**src/rtl/ps2_fifo_sb_ctrl.sv**
```systemverilog
// PS/2 keyboard controller on the system bus: frame receiver, scan-code FIFO, sticky flags, interrupt.
// Optional macro PS2_PARITY_CHECK_EN drops frames with bad odd parity or stop bit and raises PERR.
module ps2_fifo_sb_ctrl #(
  parameter int FIFO_DEPTH     = 8,
  parameter int TIMEOUT_CYCLES = 50000
) (
  input  logic        clk_i,
  input  logic        rst_ni,
  input  logic [31:0] addr_i,
  input  logic        req_i,
  input  logic [31:0] write_data_i,
  input  logic        write_enable_i,
  output logic [31:0] read_data_o,
  output logic        interrupt_request_o,
  input  logic        interrupt_return_i,
  input  logic        kclk_i,
  input  logic        kdata_i
);

  localparam int PW = $clog2(FIFO_DEPTH);
  localparam int CW = PW + 1;
  localparam int TW = $clog2(TIMEOUT_CYCLES) + 1;

  localparam logic [31:0] ADDR_SCAN   = 32'h0000_0000;
  localparam logic [31:0] ADDR_STATUS = 32'h0000_0004;
  localparam logic [31:0] ADDR_CTRL   = 32'h0000_0008;
  localparam logic [31:0] ADDR_RESET  = 32'h0000_0024;

  typedef enum logic [0:0] {RX_IDLE = 1'b0, RX_RECV = 1'b1} rx_state_e;

  rx_state_e   state_q, state_d;
  logic [3:0]  bitcnt_q, bitcnt_d;
  logic [7:0]  shift_q, shift_d;
  logic [TW-1:0] to_q, to_d;
  logic        push_q, push_d;
  logic [7:0]  push_data_q, push_data_d;
  logic [1:0]  kclk_sync_q, kdata_sync_q;
  logic        kclk_prev_q;
  logic [PW-1:0] wr_ptr_q, rd_ptr_q;
  logic [CW-1:0] cnt_q;
  logic [7:0]  mem_q [FIFO_DEPTH];
  logic        ovf_q, ie_q, pending_q;
  logic [31:0] read_data_q, rdata_s;
  logic        kclk_fall_s, kdata_s;
  logic        rd_s, wr_s, soft_rst_s, status_wr_s, ctrl_wr_s;
  logic        empty_s, full_s, do_pop_s, do_push_s, ovf_set_s, perr_bit_s;
  logic [7:0]  cnt8_s;
`ifdef PS2_PARITY_CHECK_EN
  logic        par_q, par_d;
  logic        perr_set_q, perr_set_d;
  logic        perr_q;
`endif

  assign kclk_fall_s = kclk_prev_q & ~kclk_sync_q[1];
  assign kdata_s     = kdata_sync_q[1];
  assign rd_s        = req_i & ~write_enable_i;
  assign wr_s        = req_i & write_enable_i;
  assign soft_rst_s  = wr_s & (addr_i == ADDR_RESET) & (write_data_i == 32'h0000_0001);
  assign status_wr_s = wr_s & (addr_i == ADDR_STATUS);
  assign ctrl_wr_s   = wr_s & (addr_i == ADDR_CTRL);

  assign empty_s   = (cnt_q == CW'(0));
  assign full_s    = (cnt_q == CW'(FIFO_DEPTH));
  assign do_pop_s  = rd_s & (addr_i == ADDR_SCAN) & ~empty_s;
  assign do_push_s = push_q & (~full_s | do_pop_s);
  assign ovf_set_s = push_q & full_s & ~do_pop_s;
  assign cnt8_s    = 8'(cnt_q);

  // Idle-high line values at reset so no spurious falling edge appears afterwards.
  always_ff @(posedge clk_i or negedge rst_ni) begin
    if (!rst_ni) begin
      kclk_sync_q  <= 2'b11;
      kdata_sync_q <= 2'b11;
      kclk_prev_q  <= 1'b1;
    end else begin
      kclk_sync_q  <= {kclk_sync_q[0], kclk_i};
      kdata_sync_q <= {kdata_sync_q[0], kdata_i};
      kclk_prev_q  <= kclk_sync_q[1];
    end
  end

  always_ff @(posedge clk_i or negedge rst_ni) begin
    if (!rst_ni) begin
      state_q     <= RX_IDLE;
      bitcnt_q    <= 4'd0;
      shift_q     <= 8'h00;
      to_q        <= '0;
      push_q      <= 1'b0;
      push_data_q <= 8'h00;
`ifdef PS2_PARITY_CHECK_EN
      par_q       <= 1'b0;
      perr_set_q  <= 1'b0;
`endif
    end else begin
      state_q     <= state_d;
      bitcnt_q    <= bitcnt_d;
      shift_q     <= shift_d;
      to_q        <= to_d;
      push_q      <= push_d;
      push_data_q <= push_data_d;
`ifdef PS2_PARITY_CHECK_EN
      par_q       <= par_d;
      perr_set_q  <= perr_set_d;
`endif
    end
  end

  always_comb begin
    state_d     = state_q;
    bitcnt_d    = bitcnt_q;
    shift_d     = shift_q;
    to_d        = to_q;
    push_d      = 1'b0;
    push_data_d = push_data_q;
`ifdef PS2_PARITY_CHECK_EN
    par_d       = par_q;
    perr_set_d  = 1'b0;
`endif
    if (soft_rst_s) begin
      state_d  = RX_IDLE;
      bitcnt_d = 4'd0;
      shift_d  = 8'h00;
      to_d     = '0;
    end else begin
      case (state_q)
        RX_IDLE: begin
          to_d = '0;
          if (kclk_fall_s && !kdata_s) begin
            state_d  = RX_RECV;
            bitcnt_d = 4'd0;
          end else begin
            bitcnt_d = 4'd0;
          end
        end
        RX_RECV: begin
          if (kclk_fall_s) begin
            to_d = '0;
            if (bitcnt_q < 4'd8) begin
              shift_d  = {kdata_s, shift_q[7:1]};
              bitcnt_d = bitcnt_q + 4'd1;
            end else if (bitcnt_q == 4'd8) begin
`ifdef PS2_PARITY_CHECK_EN
              par_d    = kdata_s;
`endif
              bitcnt_d = bitcnt_q + 4'd1;
            end else begin
              state_d     = RX_IDLE;
              bitcnt_d    = 4'd0;
              push_data_d = shift_q;
`ifdef PS2_PARITY_CHECK_EN
              if ((^{shift_q, par_q}) && kdata_s) begin
                push_d = 1'b1;
              end else begin
                perr_set_d = 1'b1;
              end
`else
              push_d = 1'b1;
`endif
            end
          end else if (to_q == TW'(TIMEOUT_CYCLES - 1)) begin
            // Stalled partial frame is discarded silently.
            state_d  = RX_IDLE;
            bitcnt_d = 4'd0;
            to_d     = '0;
          end else begin
            to_d = to_q + TW'(1);
          end
        end
        default: begin
          state_d  = RX_IDLE;
          bitcnt_d = 4'd0;
        end
      endcase
    end
  end

  // Storage array needs no reset: occupancy is tracked by the pointers and count.
  always_ff @(posedge clk_i) begin
    if (do_push_s) begin
      mem_q[wr_ptr_q] <= push_data_q;
    end
  end

  always_ff @(posedge clk_i or negedge rst_ni) begin
    if (!rst_ni) begin
      wr_ptr_q <= '0; rd_ptr_q <= '0; cnt_q <= '0;
      ovf_q <= 1'b0; ie_q <= 1'b1; pending_q <= 1'b0;
    end else if (soft_rst_s) begin
      wr_ptr_q <= '0; rd_ptr_q <= '0; cnt_q <= '0;
      ovf_q <= 1'b0; ie_q <= 1'b1; pending_q <= 1'b0;
    end else begin
      if (do_push_s) wr_ptr_q <= wr_ptr_q + PW'(1);
      if (do_pop_s)  rd_ptr_q <= rd_ptr_q + PW'(1);
      case ({do_push_s, do_pop_s})
        2'b10:   cnt_q <= cnt_q + CW'(1);
        2'b01:   cnt_q <= cnt_q - CW'(1);
        default: cnt_q <= cnt_q;
      endcase
      if (ovf_set_s) ovf_q <= 1'b1;
      else if (status_wr_s && write_data_i[1]) ovf_q <= 1'b0;
      // A push in the same cycle as any clear keeps the interrupt pending.
      if (do_push_s) pending_q <= 1'b1;
      else if (interrupt_return_i || (do_pop_s && cnt_q == CW'(1))) pending_q <= 1'b0;
      if (ctrl_wr_s) ie_q <= write_data_i[0];
    end
  end

`ifdef PS2_PARITY_CHECK_EN
  always_ff @(posedge clk_i or negedge rst_ni) begin
    if (!rst_ni) perr_q <= 1'b0;
    else if (soft_rst_s) perr_q <= 1'b0;
    else if (perr_set_q) perr_q <= 1'b1;
    else if (status_wr_s && write_data_i[2]) perr_q <= 1'b0;
  end
  assign perr_bit_s = perr_q;
`else
  assign perr_bit_s = 1'b0;
`endif

  always_comb begin
    rdata_s = 32'h0000_0000;
    case (addr_i)
      ADDR_SCAN:   if (!empty_s) rdata_s = {24'h00_0000, mem_q[rd_ptr_q]};
                   else rdata_s = 32'h0000_0000;
      ADDR_STATUS: rdata_s = {16'h0000, cnt8_s, 5'b00000, perr_bit_s, ovf_q, ~empty_s};
      ADDR_CTRL:   rdata_s = {31'h0000_0000, ie_q};
      default:     rdata_s = 32'h0000_0000;
    endcase
  end

  // Read data survives soft reset; only the hardware reset clears it.
  always_ff @(posedge clk_i or negedge rst_ni) begin
    if (!rst_ni) read_data_q <= 32'h0000_0000;
    else if (rd_s) read_data_q <= rdata_s;
  end

  assign read_data_o         = read_data_q;
  assign interrupt_request_o = pending_q & ie_q & ~empty_s;

endmodule

```
**config.mk**
```make
export PLATFORM = sky130hd
export DESIGN_NAME = ps2_fifo_sb_ctrl
export DESIGN_NICKNAME = d
export VERILOG_FILES = /design/src/rtl/ps2_fifo_sb_ctrl.sv
export SDC_FILE = /design/constraint.sdc
export NUM_CORES = 1
export LEC_CHECK = 0
export BUFFER_PORTS_ARGS = -buffer_cell sky130_fd_sc_hd__buf_2
export CAP_MARGIN = 20
export CORE_MARGIN = 2
export CORE_UTILIZATION = 23
export DETAILED_ROUTE_END_ITERATION = 12
export SLEW_MARGIN = 20
export SYNTH_ARGS = -nofsm -noshare
export SYNTH_HDL_FRONTEND = slang
export SYNTH_SLANG_ARGS = --single-unit
```
**constraint.sdc**
```tcl
create_clock -name clk_i -period 2.75 [get_ports clk_i]
set_input_delay 0.825 -clock clk_i [delete_from_list [all_inputs] [get_ports clk_i]]
set_output_delay 0.825 -clock clk_i [all_outputs]
set_load 0.005 [all_outputs]
```
==> results.cfg, run 1 <==
[cts]
cts_tree = built
hold_buffers = 0
cts_buffers = 17
cts-root-buf = clkbuf_16
cts_resized = 0
cts_setup_buffers = 0
path_clk_slew_ns = 0.06
h-tree-depth = 4
clock_latency_ns = 0.42
cts_max_path_buffers = 2
cts.sink_count = 133

[layout]
nNetsFinal = 651
area_growth_pct = 27.2
final_common_cell = buf_2
n_antenna_cell = 0
layout-drive-gt1-share = 0.318
fin_util = 0.299
final_cell_mix = buf_2, edfxtp_1, dfrtp_1, nor2_1, buf_4
final_cell_count_no_fill = 914

[route]
antenna_left = 0
drtIter0Drc = 158
wl_per_cell_um = 13.8
first_pass_iters = 4
vias = 3819
drcViolationCount = 0
vias_per_cell = 4.18
wl_um = 12600

[sta]
slew-limit-headroom = 0.386
hold_viol_final = 0
final-setup-viol-count = 0
maxSlewViolCount = 0
rsz0062_at_grt = false
fin_skew_ns = 0.0155
finalCritPeriodShare = 0.902
worst_pin_slew_ns = 0.916
period_needed_ns = 2.48
max_freq_mhz = 403

[setup_path]
critical_path.cell_chain = inv_1 > ha_1 > nor3b_2 > nor2_1 > buf_2
crit_arrival_ns = 1.66
crit_family = flip-flops
crit_start = cnt_q[0]
cp-start-kind = flip-flop
r2r-end = mem_q[3][6]
critical_path_depth = 5
slowest_delay_ns = 0.47
critPathSlowestCell = dfrtp_1
crit_fanout = 7
regToRegSetupSlack_ns = 0.34
path_class = flip-flop to output port
r2r_start = cnt_q[0]
crit_required_ns = 1.93
endpoint = interrupt_request_o
cp-end-kind = output port
crit_buf_inv = 2
reg2reg_depth = 9

[yosys]
synth_edf_count = 64
ys_ff_latch = 133
yosysTopAreaCell = edfxtp_1
ys_seq_area_frac = 0.615
ys_top_cells_by_area = edfxtp_1, dfrtp_1, mux4_2, nor2_1, mux2i_1
yosysWarnings = 0
postSynthCellCount = 450
yosys_most_used_dff = edfxtp_1
async_flop_share = 0.519
ys_types = 47
yosys.area.top_type_share = 0.323
postSynthAreaPerCell_um2 = 13.2
netlist_area_um2 = 5950

[place]
dpl.hpwl_um = 9180
gp_congestion = 0.807
dpl.cell_count = 882
port_buffers = 83

[floorplan]
fp.dieH_um = 165
core_area_um2 = 25300
io-pin-count = 104
start_util = 0.235
dieWidth_um = 165
core.rowCount = 58
dieArea_um2 = 27200

[power]
clockPowerShare = 0.445
p_comb_frac = 0.078
power.density_nw_per_um2 = 683
p_leak_nw = 3.08
cell_internal_pwr_mw = 3.93
power.switching_mw = 1.23
p_seq_frac = 0.477
ir_drop_uv = 499
p_sw_frac = 0.238

[global_route]
grt_max_degree = 30
grt_first_pass_wirelength_um = 19500
overflow = 0
grt.total_usage = 0.0961
grt_pass1_vias = 3787
antenna_found_initial = 0

[run_status]
status = completed

[job]
cap_violations = 0

[hold_path]
hold_class = primary input to async pin
==> sequential cells by signal, summed over array words and instances, names as in the netlist <==
register      flops
to_q             17
bitcnt_q          4
state_q           1
mem_q            64
pending_q         1
kclk_sync_q       2
ie_q              1
kclk_prev_q       1
wr_ptr_q          3
push_data_q       8
read_data_o      12
rd_ptr_q          3
cnt_q             4
kdata_sync_q      2
shift_q           8
push_q            1
ovf_q             1
==> synth_stat cells, types with 3 or more instances <==
master,instances
edfxtp_1,64
dfrtp_1,63
nor2_1,59
nand2_1,25
buf_4,21
mux2i_1,21
mux4_2,16
nor4_1,15
xnor2_1,14
nand4_1,12
clkbuf_1,11
o21ai_0,10
ha_1,9
inv_1,9
mux2_4,8
nand2b_1,8
nand3_1,8
nor3_1,8
xor2_1,7
a21oi_1,6
and3_1,6
dfstp_2,6
a22o_1,4
nor3b_1,4
or3_1,4
buf_2,3
nand3b_1,3
nor2b_1,3
or4_1,3
==> power by group through the flow <==
stage | sequential, mW | combinational (mW) | clock, mW
after global placement | 2.50 | 0.401 | 0
after detailed placement | 2.50 | 0.407 | 0
after floorplan | 2.43 | 0.296 | 0
after CTS | 2.46 | 0.409 | 2.36
after global routing | 2.49 | 0.467 | 2.43
final | 2.46 | 0.402 | 2.30
==> worst min-delay path by stage <==
stage,depth (start not counted),slack [ns],to
5_1_grt,0,0.36,kclk_sync_q[1]
2_1_floorplan,0,0.35,kclk_sync_q[1]
3_5_place_dp,0,0.35,kclk_sync_q[1]
6_report,1,0.35,to_q[13]
3_3_place_gp,0,0.35,kclk_sync_q[1]
4_1_cts,1,0.34,to_q[10]
==> stage by stage <==
| stage | hold WS [ns] | total power [mW] | TNS (ns) | worst slack [ns] | cell area (µm²) |
|---|---|---|---|---|---|
| floorplan | 0.345 | 2.73 | -3.98 | -0.217 | 6030 |
| finish | 0.351 | 5.16 | 0 | 0.269 | 7560 |
| global placement | 0.346 | 2.90 | -1.37 | -0.0946 | 6950 |
| global route | 0.363 | 5.39 | 0 | 0.101 | 7560 |
| CTS | 0.342 | 5.23 | 0 | 0.116 | 7560 |
| detailed placement | 0.352 | 2.91 | -1.97 | -0.137 | 6950 |
==> routing by layer <==
layer / share of wire / wire [µm] / vias to the layer above / global-route usage
li1: - / - / 1855 / -
met3: 0.053 / 668 / 12 / 0.0266
met5: 0 / 0 / - / 0
met2: 0.49 / 6170 / 110 / 0.171
met4: 0.014 / 173 / 0 / 0.0348
met1: 0.44 / 5610 / 1842 / 0.111
==> cells by family (layout without fill, tap and decap cells) <==
logic type	count (synthesis)	after routing	share of synthesized area
simple gates	166	166	0.143
compound gates	30	30	0.0330
other cells	1	20	0.000631
flops	133	133	0.615
mux	45	45	0.116
buf+inv	45	160	0.0423
xor+xnor	21	21	0.0309
fa+ha+maj	9	9	0.0189
==> area by class of cell <==
| cell class | count | area [µm²] |
|---|---|---|
| Clock buffer | 19 | 433 |
| Clock inverter | 13 | 170 |
| Fill cell | 2554 | 17700 |
| Inverter | 9 | 33.8 |
| Multi-Input combinational cell | 291 | 2130 |
| Sequential cell | 133 | 3660 |
| Tap cell | 330 | 413 |
| Timing Repair Buffer | 119 | 726 |
(Power assumes the default switching activity.)
==> run 2: changes to the inputs <==
- REMOVE_ABC_BUFFERS: default -> 1
==> run 2 against run 1 <==
Utilization down 0.41 points. Fmax decreased by 0.60%. Total power down 3.5%. Clock power decreased by 8%. Worst setup slack got worse by 0.015 ns. Sequential cell count unchanged. Clock skew is 0.0090 ns lower. Critical path type unchanged.
==> results.cfg, run 2 (synthesized netlist as in run 1, its figures left out) <==
[global_route]
overflow = 0
grt_max_degree = 41
grt_pass1_vias = 3682
grtUsageMet2 = 0.163
antenna_found_initial = 0
grt.total_usage = 0.0912
grt_first_pass_wirelength_um = 18800
grt_most_used_layer = met2
use_met3 = 0.0256
use_met1 = 0.104

[setup_path]
path_class = flip-flop to output port
crit_arrival_ns = 1.67
cp-start-kind = flip-flop
crit_required_ns = 1.93
regToRegSetupSlack_ns = 0.40
crit_fanout = 6
cp-end-kind = output port

[cts]
cts_max_path_buffers = 2
clock_latency_ns = 0.41
hold_buffers = 0
cts.sink_count = 133
h-tree-depth = 4
path_clk_slew_ns = 0.06
cts_tree = built
cts_buffers = 17
cts-root-buf = clkbuf_16

[layout]
final_common_cell = buf_2
final_cell_mix = buf_2, edfxtp_1, dfrtp_1, nor2_1, buf_4
nNetsFinal = 645
area_growth_pct = 25.4
layout-drive-gt1-share = 0.313
largest_reg_flops = 64
fin_area_um2 = 7460
n_antenna_cell = 0
regMostFlops = mem_q

[sta]
hold_viol_final = 0
layout_setup_ws_ns = 0.254
rsz0062_at_grt = false
worst_pin_slew_ns = 0.840
whs_ns = 0.355
finalCritPeriodShare = 0.908
final-setup-viol-count = 0
max_freq_mhz = 401
fin_skew_ns = 0.00645
maxSlewViolCount = 0
period_needed_ns = 2.50
slew-limit-headroom = 0.438

[place]
port_buffers = 83
dpl.hpwl_um = 8540
pre_cts_slack_ns = -0.0972
gp_congestion = 0.710
placed_area_um2 = 6890

[floorplan]
fp.dieH_um = 165
dieArea_um2 = 27200
io-pin-count = 104
core_area_um2 = 25300
start_util = 0.235
core.rowCount = 58
dieWidth_um = 165

[route]
first_pass_iters = 4
wl_per_cell_um = 13.1
vias = 3833
vias_per_cell = 4.22
wl_um = 11900
drtIter0Drc = 299
drcViolationCount = 0
antenna_left = 0

[power]
total_power_mw = 4.98
p_leak_nw = 3.03
power.density_nw_per_um2 = 667
ir_drop_uv = 321

[job]
cap_violations = 0

[hold_path]
hold_class = flip-flop to flip-flop

[run_status]
status = completed
[run 2: worst max-delay path: stages (launching register included)]
cell and delay [ns]:
dfrtp_1 0.44, inv_1 0.14, ha_1 0.20, nor3b_2 0.28, nor2_1 0.08, buf_2 0.13
[run 2: worst paths after layout]
path / from / endpoint / cells after the start
hold reg to reg: kdata_sync_q[0] / kdata_sync_q[1] / 0
max in group asynchronous: rst_ni / ie_q / 2
hold / removal: kdata_sync_q[0] / kdata_sync_q[1] / 0
setup reg to reg: cnt_q[1] / mem_q[4][6] / 9
setup / recovery: cnt_q[1] / interrupt_request_o / 5
min in group asynchronous: rst_ni / state_q / 1
[run 2: report_power, final]
part	internal, mW	switching (mW)	leakage, nW
combinational	0.215	0.198	1.28
clock	1.23	0.880	0.276
sequential	2.28	0.173	1.47
total	3.73	1.25	3.03
[run 2: layout make-up]
type | instances | area (µm²)
Fill cell | 2591 | 17800
Timing Repair Buffer | 113 | 668
Sequential cell | 133 | 3660
Inverter | 9 | 33.8
Clock inverter | 13 | 115
Tap cell | 330 | 413
Clock buffer | 19 | 453
Multi-Input combinational cell | 291 | 2120
[run 2: what timing repair did]
item | in CTS | in global routing
resized for setup | 0 | 1
setup endpoints to repair | 0 | 1
buffers inserted | 0 | 0
[run 2: through the flow]
step,setup TNS [ns],utilization,cells
finish,0,0.295,908
global route,0,0.295,908
CTS,0,0.295,908
detailed placement,-1.45,0.273,876
global placement,-0.602,0.273,876
floorplan,-30.96,-,433
[run 2: layer usage]
layer | routed length (µm) | up-vias | share of wire
li1 | - | 1845 | -
met1 | 5040 | 1856 | 0.42
met2 | 5990 | 121 | 0.50
met3 | 732 | 11 | 0.061
met4 | 154 | 0 | 0.013
met5 | 0 | - | 0
